## src/rtl/axi_rd_arbiter_if.sv

```systemverilog
// AXI read-channel bundle between N requesting masters, the arbiter and one slave.
// slave modport: arbiter view. master modport: environment (masters + slave model).
interface axi_rd_arbiter_if #(
   parameter int NUM_MST = 2,
   parameter int ADDR_W  = 32,
   parameter int DATA_W  = 32,
   parameter int LEN_W   = 8
);
   logic [NUM_MST-1:0]        ARVALID_M;
   logic [NUM_MST*ADDR_W-1:0] ARADDR_M;
   logic [NUM_MST*LEN_W-1:0]  ARLEN_M;
   logic [NUM_MST-1:0]        ARREADY_M;
   logic [NUM_MST-1:0]        RVALID_M;
   logic [NUM_MST-1:0]        RREADY_M;
   logic [DATA_W-1:0]         RDATA_M;
   logic [1:0]                RRESP_M;
   logic                      RLAST_M;
   logic                      ARVALID_S;
   logic [ADDR_W-1:0]         ARADDR_S;
   logic [LEN_W-1:0]          ARLEN_S;
   logic                      ARREADY_S;
   logic                      RVALID_S;
   logic [DATA_W-1:0]         RDATA_S;
   logic [1:0]                RRESP_S;
   logic                      RLAST_S;
   logic                      RREADY_S;

   modport slave (
      input  ARVALID_M, ARADDR_M, ARLEN_M, RREADY_M,
      input  ARREADY_S, RVALID_S, RDATA_S, RRESP_S, RLAST_S,
      output ARREADY_M, RVALID_M, RDATA_M, RRESP_M, RLAST_M,
      output ARVALID_S, ARADDR_S, ARLEN_S, RREADY_S
   );

   modport master (
      output ARVALID_M, ARADDR_M, ARLEN_M, RREADY_M,
      output ARREADY_S, RVALID_S, RDATA_S, RRESP_S, RLAST_S,
      input  ARREADY_M, RVALID_M, RDATA_M, RRESP_M, RLAST_M,
      input  ARVALID_S, ARADDR_S, ARLEN_S, RREADY_S
   );
endinterface

```

## src/rtl/axi_rd_arbiter.sv

```systemverilog
// Fixed-priority AXI read arbiter, one outstanding burst (index 0 wins).
// Ports: ACLK, ARESETn (sync, low), bus (slave modport), GNT one-hot, BUSY.
module axi_rd_arbiter #(
   parameter int NUM_MST = 2,
   parameter int ADDR_W  = 32,
   parameter int DATA_W  = 32,
   parameter int LEN_W   = 8
) (
   input  logic               ACLK,
   input  logic               ARESETn,
   axi_rd_arbiter_if.slave    bus,
   output logic [NUM_MST-1:0] GNT,
   output logic               BUSY
);

   localparam logic [1:0] S_IDLE = 2'd0;
   localparam logic [1:0] S_ADDR = 2'd1;
   localparam logic [1:0] S_DATA = 2'd2;

   logic [1:0]         state;
   logic [NUM_MST-1:0] pick;
   logic               in_addr;
   logic               in_data;
   logic               arv_g;
   logic               rrdy_g;
   logic [ADDR_W-1:0]  addr_g;
   logic [LEN_W-1:0]   len_g;

   // Scan from the top so the lowest requesting index wins.
   always_comb begin
      pick = '0;
      for (int i = NUM_MST - 1; i >= 0; i--) begin
         if (bus.ARVALID_M[i]) begin
            pick    = '0;
            pick[i] = 1'b1;
         end
      end
   end

   // Granted-master mux; all zero when nothing is granted.
   always_comb begin
      arv_g  = 1'b0;
      rrdy_g = 1'b0;
      addr_g = '0;
      len_g  = '0;
      for (int i = 0; i < NUM_MST; i++) begin
         if (GNT[i]) begin
            arv_g  = bus.ARVALID_M[i];
            rrdy_g = bus.RREADY_M[i];
            addr_g = bus.ARADDR_M[i*ADDR_W +: ADDR_W];
            len_g  = bus.ARLEN_M[i*LEN_W +: LEN_W];
         end
      end
   end

   // Reset gates handshakes even before the first reset edge.
   assign in_addr = ARESETn & (state == S_ADDR);
   assign in_data = ARESETn & (state == S_DATA);

   assign bus.ARVALID_S = in_addr & arv_g;
   assign bus.ARADDR_S  = addr_g;
   assign bus.ARLEN_S   = len_g;
   assign bus.ARREADY_M = in_addr ? (GNT & {NUM_MST{bus.ARREADY_S}}) : '0;
   assign bus.RVALID_M  = in_data ? (GNT & {NUM_MST{bus.RVALID_S}}) : '0;
   assign bus.RREADY_S  = in_data & rrdy_g;
   assign bus.RDATA_M   = bus.RDATA_S;
   assign bus.RRESP_M   = bus.RRESP_S;
   assign bus.RLAST_M   = bus.RLAST_S;
   assign BUSY          = ARESETn & (state != S_IDLE);

   always_ff @(posedge ACLK) begin
      if (!ARESETn) begin
         state <= S_IDLE;
         GNT   <= '0;
      end else begin
         unique case (state)
            S_IDLE: begin
               if (|bus.ARVALID_M) begin
                  GNT   <= pick;
                  state <= S_ADDR;
               end
            end
            S_ADDR: begin
               if (bus.ARVALID_S & bus.ARREADY_S)
                  state <= S_DATA;
            end
            S_DATA: begin
               // Only RLAST ends the burst; ARLEN is not tracked.
               if (bus.RVALID_S & bus.RREADY_S & bus.RLAST_S) begin
                  state <= S_IDLE;
                  GNT   <= '0;
               end
            end
            default: begin
               state <= S_IDLE;
               GNT   <= '0;
            end
         endcase
      end
   end

endmodule

```

## src/flat_wrapper.sv

```systemverilog
// flat-port wrapper written by rule: the top's interface ports become plain ports
module axi_rd_arbiter_flat 
#(
   parameter int NUM_MST = 2,
   parameter int ADDR_W  = 32,
   parameter int DATA_W  = 32,
   parameter int LEN_W   = 8
)
  (ACLK, ARESETn, GNT, BUSY, bus_ARVALID_M, bus_ARADDR_M, bus_ARLEN_M, bus_RREADY_M, bus_ARREADY_S, bus_RVALID_S, bus_RDATA_S, bus_RRESP_S, bus_RLAST_S, bus_ARREADY_M, bus_RVALID_M, bus_RDATA_M, bus_RRESP_M, bus_RLAST_M, bus_ARVALID_S, bus_ARADDR_S, bus_ARLEN_S, bus_RREADY_S);
  axi_rd_arbiter_if #(.NUM_MST(NUM_MST), .ADDR_W(ADDR_W), .DATA_W(DATA_W), .LEN_W(LEN_W)) bus_i ();
  input  logic ACLK;
  input  logic ARESETn;
  output logic [NUM_MST-1:0] GNT;
  output logic BUSY;
  input wire logic [$bits(bus_i.ARVALID_M)-1:0] bus_ARVALID_M;
  input wire logic [$bits(bus_i.ARADDR_M)-1:0] bus_ARADDR_M;
  input wire logic [$bits(bus_i.ARLEN_M)-1:0] bus_ARLEN_M;
  input wire logic [$bits(bus_i.RREADY_M)-1:0] bus_RREADY_M;
  input wire logic [$bits(bus_i.ARREADY_S)-1:0] bus_ARREADY_S;
  input wire logic [$bits(bus_i.RVALID_S)-1:0] bus_RVALID_S;
  input wire logic [$bits(bus_i.RDATA_S)-1:0] bus_RDATA_S;
  input wire logic [$bits(bus_i.RRESP_S)-1:0] bus_RRESP_S;
  input wire logic [$bits(bus_i.RLAST_S)-1:0] bus_RLAST_S;
  output wire logic [$bits(bus_i.ARREADY_M)-1:0] bus_ARREADY_M;
  output wire logic [$bits(bus_i.RVALID_M)-1:0] bus_RVALID_M;
  output wire logic [$bits(bus_i.RDATA_M)-1:0] bus_RDATA_M;
  output wire logic [$bits(bus_i.RRESP_M)-1:0] bus_RRESP_M;
  output wire logic [$bits(bus_i.RLAST_M)-1:0] bus_RLAST_M;
  output wire logic [$bits(bus_i.ARVALID_S)-1:0] bus_ARVALID_S;
  output wire logic [$bits(bus_i.ARADDR_S)-1:0] bus_ARADDR_S;
  output wire logic [$bits(bus_i.ARLEN_S)-1:0] bus_ARLEN_S;
  output wire logic [$bits(bus_i.RREADY_S)-1:0] bus_RREADY_S;
  assign bus_i.ARVALID_M = bus_ARVALID_M;
  assign bus_i.ARADDR_M = bus_ARADDR_M;
  assign bus_i.ARLEN_M = bus_ARLEN_M;
  assign bus_i.RREADY_M = bus_RREADY_M;
  assign bus_i.ARREADY_S = bus_ARREADY_S;
  assign bus_i.RVALID_S = bus_RVALID_S;
  assign bus_i.RDATA_S = bus_RDATA_S;
  assign bus_i.RRESP_S = bus_RRESP_S;
  assign bus_i.RLAST_S = bus_RLAST_S;
  assign bus_ARREADY_M = bus_i.ARREADY_M;
  assign bus_RVALID_M = bus_i.RVALID_M;
  assign bus_RDATA_M = bus_i.RDATA_M;
  assign bus_RRESP_M = bus_i.RRESP_M;
  assign bus_RLAST_M = bus_i.RLAST_M;
  assign bus_ARVALID_S = bus_i.ARVALID_S;
  assign bus_ARADDR_S = bus_i.ARADDR_S;
  assign bus_ARLEN_S = bus_i.ARLEN_S;
  assign bus_RREADY_S = bus_i.RREADY_S;
  axi_rd_arbiter #(.NUM_MST(NUM_MST), .ADDR_W(ADDR_W), .DATA_W(DATA_W), .LEN_W(LEN_W)) u_core (.ACLK(ACLK), .ARESETn(ARESETn), .bus(bus_i), .GNT(GNT), .BUSY(BUSY));
endmodule
```

## config.mk

```make
export PLATFORM = sky130hd
export DESIGN_NAME = axi_rd_arbiter_flat
export DESIGN_NICKNAME = d
export VERILOG_FILES = /design/src/rtl/axi_rd_arbiter_if.sv /design/src/rtl/axi_rd_arbiter.sv /design/src/flat_wrapper.sv
export SDC_FILE = /design/constraint.sdc
export NUM_CORES = 1
export LEC_CHECK = 0
export ABC_AREA = 1
export BUFFER_PORTS_ARGS = -buffer_cell sky130_fd_sc_hd__buf_4
export CAP_MARGIN = 20
export CELL_PAD_IN_SITES_DETAIL_PLACEMENT = 1
export CELL_PAD_IN_SITES_GLOBAL_PLACEMENT = 1
export CORE_UTILIZATION = 15
export CTS_BUF_LIST = sky130_fd_sc_hd__clkbuf_4
export CTS_CLUSTER_DIAMETER = 120
export DETAILED_ROUTE_END_ITERATION = 6
export PLACE_DENSITY_LB_ADDON = 0.1
export SETUP_SLACK_MARGIN = 0.1
export SYNTH_ARGS = -nofsm -noshare
export SYNTH_HDL_FRONTEND = slang
export SYNTH_SLANG_ARGS = --single-unit
```

## constraint.sdc

```tcl
create_clock -name ACLK -period 3.08 [get_ports ACLK]
set_input_delay 0.154 -clock ACLK [delete_from_list [all_inputs] [get_ports ACLK]]
set_output_delay 0.154 -clock ACLK [all_outputs]
set_load 0.1 [all_outputs]
```

Word level (Yosys, flattened, before mapping). Index checks and enable logic that the tools add are counted.

Multiplexer cells: 18. Equality and inequality tests: 5. Bitwise operators: 11. Reductions and logical operators: 5.

Operators with widths (count): two-way mux 32 bit (2); two-way mux 2 bit (8); two-way mux 8 bit (2); one-hot mux 2 bit (3 select lines) (2); AND 1 bit (8); AND reduction 3 bit (2); AND 2 bit (2); two-way mux 1 bit (4); inequality test 2 bit (second input constant) (2); == test 2 x 1 -> 1 bit (second input constant) (1); == test 2 bit (second input constant) (1); logical NOT 2 bit (1); inequality test 2 x 1 -> 1 bit (second input constant) (1); nonzero test 2 bit (1); OR reduction 2 bit (1); NOT 1 bit (1).

Register bits after elaboration: 4.

Depth between registers and ports, before layout. Gate-level depths: netlist (run 1).

Depth after elaboration: 7. Depth in mapped cells: 9.

Worst setup path before layout (run 1). Ideal clock, no wire load.

Path type: register to output. Start point: register u_core.GNT[0]. End point: output port bus_ARREADY_M[0]. Data required time: 2.926 ns. Buffers on the path: 1. Slack: -0.437 ns. Arrival: 3.363 ns. Cell stages (with the launch flop): 4. Cell sequence: dfxtp_1 -> buf_2 -> inv_1 -> nor3_1.

Longest elaborated chain between the ends: 2.

Ends and longest elaborated chain: from (decl) (line axi_rd_arbiter.sv:12) `output logic [NUM_MST-1:0] GNT,`; from (signal assigned) (line axi_rd_arbiter.sv:79) `GNT <= pick;`; AND 2 bit (line axi_rd_arbiter.sv:63) `assign bus.ARREADY_M = in_addr ? (GNT & {NUM_MST{bus.ARREADY_S}}) : '0;`; two-way mux 2 bit (line axi_rd_arbiter.sv:63); to (decl) (line flat_wrapper.sv:24) `output wire logic [$bits(bus_i.ARREADY_M)-1:0] bus_ARREADY_M;`.

No other way between the ends.

Worst setup path after layout (run 1).
Start point: register u_core.GNT[1]. End point: output port bus_ARVALID_S.

Longest elaborated chain between the ends: 2.

Ends and longest elaborated chain: two-way mux 1 bit (line axi_rd_arbiter.sv:47) `if (GNT[i]) begin`; AND 1 bit (line axi_rd_arbiter.sv:60) `assign bus.ARVALID_S = in_addr & arv_g;`; to (decl) (line flat_wrapper.sv:29) `output wire logic [$bits(bus_i.ARVALID_S)-1:0] bus_ARVALID_S;`.

No other way between the ends.

==> results.yml, run 1 <==
routing:
  ant_nets: 0
  drt_pass1_iterations: 4
  dr.first_iter.drc_count: 38
  wl_um: 5130
  post-route-drc-count: 0
  via_per_inst: 4.09
  vias: 1710
  wl_per_cell_um: 12.3
cts:
  cts_buffers: 3
  cts_sinks: 4
  cts_buffer_depth: 2
  cts_tree: "yes"
  cts-root-buf: "clkbuf_4"
  clk_latency_ns: 0.23
  cts_setup_buffers: 0
  clk_pin_slew_ns: 0.03
  htreeDepth: 1
  ctsHoldBuffers: 0
  ctsResizeCount: 0
layout:
  final_cells: 418
  final_cell_mix: "buf_4, nand2_1, nand3_1"
  drive_gt1_share_pct: 48.0
  mostFrequentLayoutCell: "buf_4"
  final_nets: 444
  final_util_pct: 27.9
  antenna_cells: 0
  final_area_sq_mm: 0.00204
  synthToLayoutAreaGrowth_pct: 78.0
place:
  dp_cells: 415
  place_hpwl_um: 4060
  numPortBuffers: 138
  place_congestion: 0.696
  placed_area_sq_mm: 0.00201
  pre_cts_slack_ns: 1.31
floorplanning:
  die-area_sq_mm: 0.00798
  initial_core_util_pct: 15.7
  die_w_um: 89.3
  io_pins: 207
  die_h_um: 89.3
  coreArea_sq_mm: 0.00729
  rows: 31
pwr:
  p_leak_nw: 1.21
  ir_worst_vdd_v: 0.000116
  p_per_area_mw_per_mm2: 382
critical_path:
  cp-start-kind: "flip-flop"
  arrival_ns: 1.81
  critPathMaxFanout: 24
  cp-end-kind: "primary output"
  critical_path_required_ns: 2.93
  crit_type: "reg -> out"
timing:
  post-route-period-util_pct: 63.9
  finalHoldViolCount: 0
  fmax_mhz: 508
  period_minus_slack_ns: 1.97
  clock_skew_ns: 0.00223
  setup_violations: 0
  maxSlewHeadroom_pct: 66.1
  worst_pin_slew_ns: 0.508
  fin_ws_ns: 1.11
  final-max-slew-violation-count: 0
  rsz0062_at_grt: "no"
logic_synthesis:
  yosysUniqueCellTypes: 20
  synth-seq-cells: 4
  syn_area_per_cell_sq_um: 5.11
  syn_inst: 224
  syn-cell-area_sq_mm: 0.00114
  synth_fp_nets: 347
  yosysWarnings: 0
  ys_seq_area_share_pct: 7.00
grt:
  grt_pass1_vias: 1573
  grt-ovfl-total: 0
  grt_use_total_pct: 11.8
  grt_max_degree: 45
  grt_pass1_wl_um: 7430
  antenna_found_initial: 0
job:
  cap_violations: 0
min_path:
  min_path_type: "in -> reg"
outcome:
  status: "complete, no violations"
[sequential cells by signal, indices dropped and copies added (netlist names)]
name          cells
u_core.state      2
u_core.GNT        2
[final cells by class]
| class | count | area, sq um |
|---|---|---|
| fill | 1004 | 5260 |
| timing repair buffer | 141 | 1060 |
| multi-input combinational | 158 | 696 |
| tap | 99 | 124 |
| sequential | 4 | 81.3 |
| inverter | 13 | 53.8 |
| clock buffer | 3 | 22.5 |
[Yosys cell counts]
master,instances,share of area [%]
a21oi_1,3,1.3
buf_1,1,0.33
buf_2,1,0.44
buf_4,35,23
buf_6,1,0.98
clkbuf_1,11,3.6
dfxtp_1,4,7.0
inv_1,11,3.6
inv_2,1,0.33
inv_6,1,0.77
nand2_1,92,30
nand2_2,1,0.55
nand3_1,49,21
nand3_2,1,0.88
nor2_1,4,1.3
nor2_2,1,0.55
nor2_4,1,0.98
nor2b_1,1,0.55
nor3_1,4,1.8
o21ai_0,1,0.44
[power breakdown]
part           switching [mW]  total [mW]  internal (mW)
registers             0.00824      0.0643         0.0561
logic                   0.486       0.652          0.166
clock network          0.0184      0.0617         0.0434
total                   0.512       0.778          0.266
[worst paths after layout]
| kind | slack, ns | to | startpoint | cells past startpoint |
|---|---|---|---|---|
| worst max-delay path | 1.11 | bus_ARVALID_S | u_core.GNT[1]$_SDFFE_PN0P_ | 4 |
| worst min-delay path | 0.20 | u_core.GNT[0]$_SDFFE_PN0P_ | bus_ARVALID_M[0] | 3 |
| worst min register to register | 0.62 | u_core.GNT[0]$_SDFFE_PN0P_ | u_core.state[1]$_SDFFE_PN0P_ | 3 |
| worst max register to register | 1.41 | u_core.GNT[0]$_SDFFE_PN0P_ | u_core.GNT[1]$_SDFFE_PN0P_ | 8 |
[critical path, cell delays in order, from the launching register on]
cell	delay (ns)
dfxtp_2	0.64
buf_4	0.34
nand2_1	0.10
a21oi_1	0.18
buf_4	0.31
[cell families (layout without fill, tap and decap cells)]
group                  count (synthesis)  after routing  share of synthesized area, %
buffers and inverters                 62            157                          33.0
and+or+nand+nor                      154            154                          58.2
AOI/OAI and AO/OA                      4              4                          1.75
DFF                                    4              4                          7.00
[stage by stage]
stage	total power, mW	hold WS [ns]	TNS, ns
2_1_floorplan	0.741	0.288	-0.873
3_3_place_gp	0.722	0.309	0
6_report	0.778	0.196	0
5_1_grt	0.816	0.219	0
3_5_place_dp	0.723	0.309	0
4_1_cts	0.789	0.196	0
[metal layers]
metal / global-route usage (%) / wire length, um / vias to the layer above
met5: 0 / 0 / -
met2: 20.2 / 2430 / 91
met1: 14.2 / 2050 / 753
met4: 1.73 / 23 / 0
met3: 4.89 / 615 / 4
li1: - / - / 862
Note: power is estimated with default switching activity, not from simulation.
==> run 2, diff against run 1 <==
--- a/config.mk
+++ b/config.mk
@@ -5,12 +5,12 @@
 export SDC_FILE = /design/constraint.sdc
 export NUM_CORES = 1
 export LEC_CHECK = 0
-export ABC_AREA = 1
+export ABC_AREA = 0
 export BUFFER_PORTS_ARGS = -buffer_cell sky130_fd_sc_hd__buf_4
 export CAP_MARGIN = 20
 export CELL_PAD_IN_SITES_DETAIL_PLACEMENT = 1
 export CELL_PAD_IN_SITES_GLOBAL_PLACEMENT = 1
-export CORE_UTILIZATION = 15
+export CORE_UTILIZATION = 12
 export CTS_BUF_LIST = sky130_fd_sc_hd__clkbuf_4
 export CTS_CLUSTER_DIAMETER = 120
 export DETAILED_ROUTE_END_ITERATION = 6
==> constraint.sdc (replaced) <==
create_clock -name ACLK -period 1.8 [get_ports ACLK]
set_input_delay 0.09 -clock ACLK [delete_from_list [all_inputs] [get_ports ACLK]]
set_output_delay 0.09 -clock ACLK [all_outputs]
set_load 0.1 [all_outputs]
==> results.yml, run 2 <==
outcome:
  status: "complete, no violations"
timing:
  tns_ns: 0
  fmax_mhz: 614
  maxSlewHeadroom_pct: 75.1
  clock_skew_ns: 0.00235
  finalHoldViolCount: 0
  final-max-slew-violation-count: 0
  post-route-period-util_pct: 90.4
  setup_violations: 0
  worst_pin_slew_ns: 0.370
  rsz0062_at_grt: "no"
  period_minus_slack_ns: 1.63
layout:
  final_cells: 323
  fillers: 927
  synthToLayoutAreaGrowth_pct: 104
  mostFrequentLayoutCell: "buf_4"
  antenna_cells: 0
  final_cell_mix: "buf_4, a22o_2, a22o_4, clkbuf_4"
  drive_gt1_share_pct: 88.7
  regArea_sq_um: 85.1
  final_nets: 345
  reg_top3: "u_core.GNT: 2 flops, u_core.state: 2 flops"
  multiInputGateArea_sq_um: 622
grt:
  grt_pass1_vias: 1405
  grt_pass1_wl_um: 7400
  grt_max_degree: 32
  grt-ovfl-total: 0
  antenna_found_initial: 0
  grt_use_total_pct: 11.1
routing:
  wl_per_cell_um: 15.6
  dr.first_iter.drc_count: 25
  wl_um: 5030
  drt_pass1_iterations: 4
  post-route-drc-count: 0
  vias: 1365
  via_per_inst: 4.23
  ant_nets: 0
logic_synthesis:
  synth_common_cells: "a22o_1, buf_4, buf_2"
  yosysUniqueCellTypes: 23
  synth-seq-cells: 4
  syn-cell-area_sq_um: 962
  synth_top_area_cell: "a22o_1"
  synth_edf_count: 0
  synth_fp_nets: 243
  ys_seq_area_share_pct: 8.32
  synth_flop_cell: "dfxtp_1"
  synth_area_leaders: "a22o_1, buf_4, dfxtp_1"
  netlist.area_leader.share_pct: 36.4
  yosysWarnings: 0
  async_flop_share_pct: 0
  syn_area_per_cell_sq_um: 8.02
  synth_most_common_cell: "a22o_1"
  syn_inst: 120
floorplanning:
  io_pins: 207
  die_w_um: 91.5
  initial_core_util_pct: 12.5
  coreArea_sq_mm: 0.00773
  die-area_sq_mm: 0.00838
  rows: 32
  die_h_um: 91.5
critical_path:
  path_common_cell: "buf_4"
  path_cells: "buf_4, a22o_4, and3_2, buf_4"
  critical_path_required_ns: 1.71
  arrival_ns: 1.54
  crit_slowest_cell: "dfxtp_2"
  critPathMaxStageDelay_ns: 0.44
  cp-start-kind: "flip-flop"
  cp-end-kind: "primary output"
  startpoint: "u_core.GNT[1]$_SDFFE_PN0P_"
  r2r_start: "u_core.state[0]$_SDFFE_PN0P_"
  critPathMaxFanout: 12
  crit_type: "reg -> out"
pwr:
  p_int_mw: 0.528
  net-switching-power_mw: 0.843
  pwr-share-comb_pct: 81.9
  ir_worst_vdd_v: 0.000266
  switching_share_pct: 61.5
  seqPwrFrac_pct: 7.9
  p_per_area_mw_per_mm2: 697
  power_frac_clock_pct: 10.2
  p_leak_nw: 1.04
cts:
  cts_setup_buffers: 0
  ctsHoldBuffers: 0
  cts_sinks: 4
  cts_tree: "yes"
  cts_buffer_depth: 2
  htreeDepth: 1
  cts-root-buf: "clkbuf_4"
  clk_latency_ns: 0.24
  clk_pin_slew_ns: 0.04
  cts_buffers: 3
place:
  place_congestion: 0.736
  dp_cells: 319
  numPortBuffers: 138
  place_hpwl_um: 4130
job:
  cap_violations: 0
min_path:
  worst_hold_startpoint: "bus_ARREADY_S"
  min_path_type: "in -> reg"
[run 2: changes by cell type after synthesis, moves of 8 or more]
cell | previous run | this run
clkbuf_1 | 11 | 0
nand3_1 | 49 | 0
inv_1 | 11 | 3
a22o_1 | 0 | 40
nand2_1 | 92 | 3
[run 2: path summary, 6_finish.rpt]
path | to | slack (ns) | cells after the start
hold reg to reg | u_core.state[0]$_SDFFE_PN0P_ | 0.56 | 1
hold / removal | u_core.state[0]$_SDFFE_PN0P_ | 0.05 | 2
setup reg to reg | u_core.GNT[1]$_SDFFE_PN0P_ | 0.64 | 3
setup / recovery | bus_ARVALID_S | 0.17 | 4
[run 2: final cells by class]
class / count / area share [%]
clock buffer: 4 / 1.53
inverter: 3 / 0.573
sequential: 4 / 4.33
tap: 102 / 6.49
timing repair buffer: 143 / 55.4
multi-input combinational: 67 / 31.6
[run 2: kinds of logic (layout without fill, tap and decap cells)]
logic type             Yosys count  in the layout  share of synthesized area (%)
AOI/OAI and AO/OA               52             52                           46.4
buffers and inverters           49            150                           35.9
DFF                              4              4                           8.32
and+or+nand+nor                 15             15                           9.36
[run 2: worst max-delay path, delay by kind of cell (launching register included)]
family,cells,cell delay [ns]
AO/OA/AOI/OAI,1,0.16
buffers and inverters,2,0.52
flip-flops,1,0.44
AND/OR/NAND/NOR,1,0.17
[run 2: power by group through the flow]
stage / sequential [mW] / combinational, mW / clock, mW
2_1_floorplan: 0.127 / 1.15 / 0
3_3_place_gp: 0.109 / 1.13 / 0
3_5_place_dp: 0.110 / 1.13 / 0
4_1_cts: 0.109 / 1.13 / 0.149
5_1_grt: 0.110 / 1.16 / 0.156
6_report: 0.108 / 1.12 / 0.140
[run 2: routing by layer]
metal	global-route usage, %	wire length [um]	vias up
met3	4.86	630	2
met5	0	0	-
met2	20.1	2440	117
met4	2.12	2	0
met1	12.0	1950	624
li1	-	-	622
[run 2: what timing repair did]
action / in CTS / in global routing
hold endpoints to repair: 0 / 0
endpoints found under the setup margin: 1 / 0
resized for setup: 1 / 0
[run 2: per-stage QoR]
| stage | hold WS (ns) | cell area [sq um] | utilization (%) | worst slack (ns) | power, mW |
|---|---|---|---|---|---|
| 2_1_floorplan | 0.196 | 1040 | - | 0.0670 | 1.28 |
| 3_3_place_gp | 0.181 | 1930 | 25.0 | 0.400 | 1.24 |
| 3_5_place_dp | 0.181 | 1930 | 25.0 | 0.365 | 1.24 |
| 4_1_cts | 0.0446 | 1970 | 25.4 | 0.136 | 1.39 |
| 5_1_grt | 0.0488 | 1970 | 25.4 | 0.102 | 1.43 |
| 6_report | 0.0524 | 1970 | 25.4 | 0.172 | 1.37 |
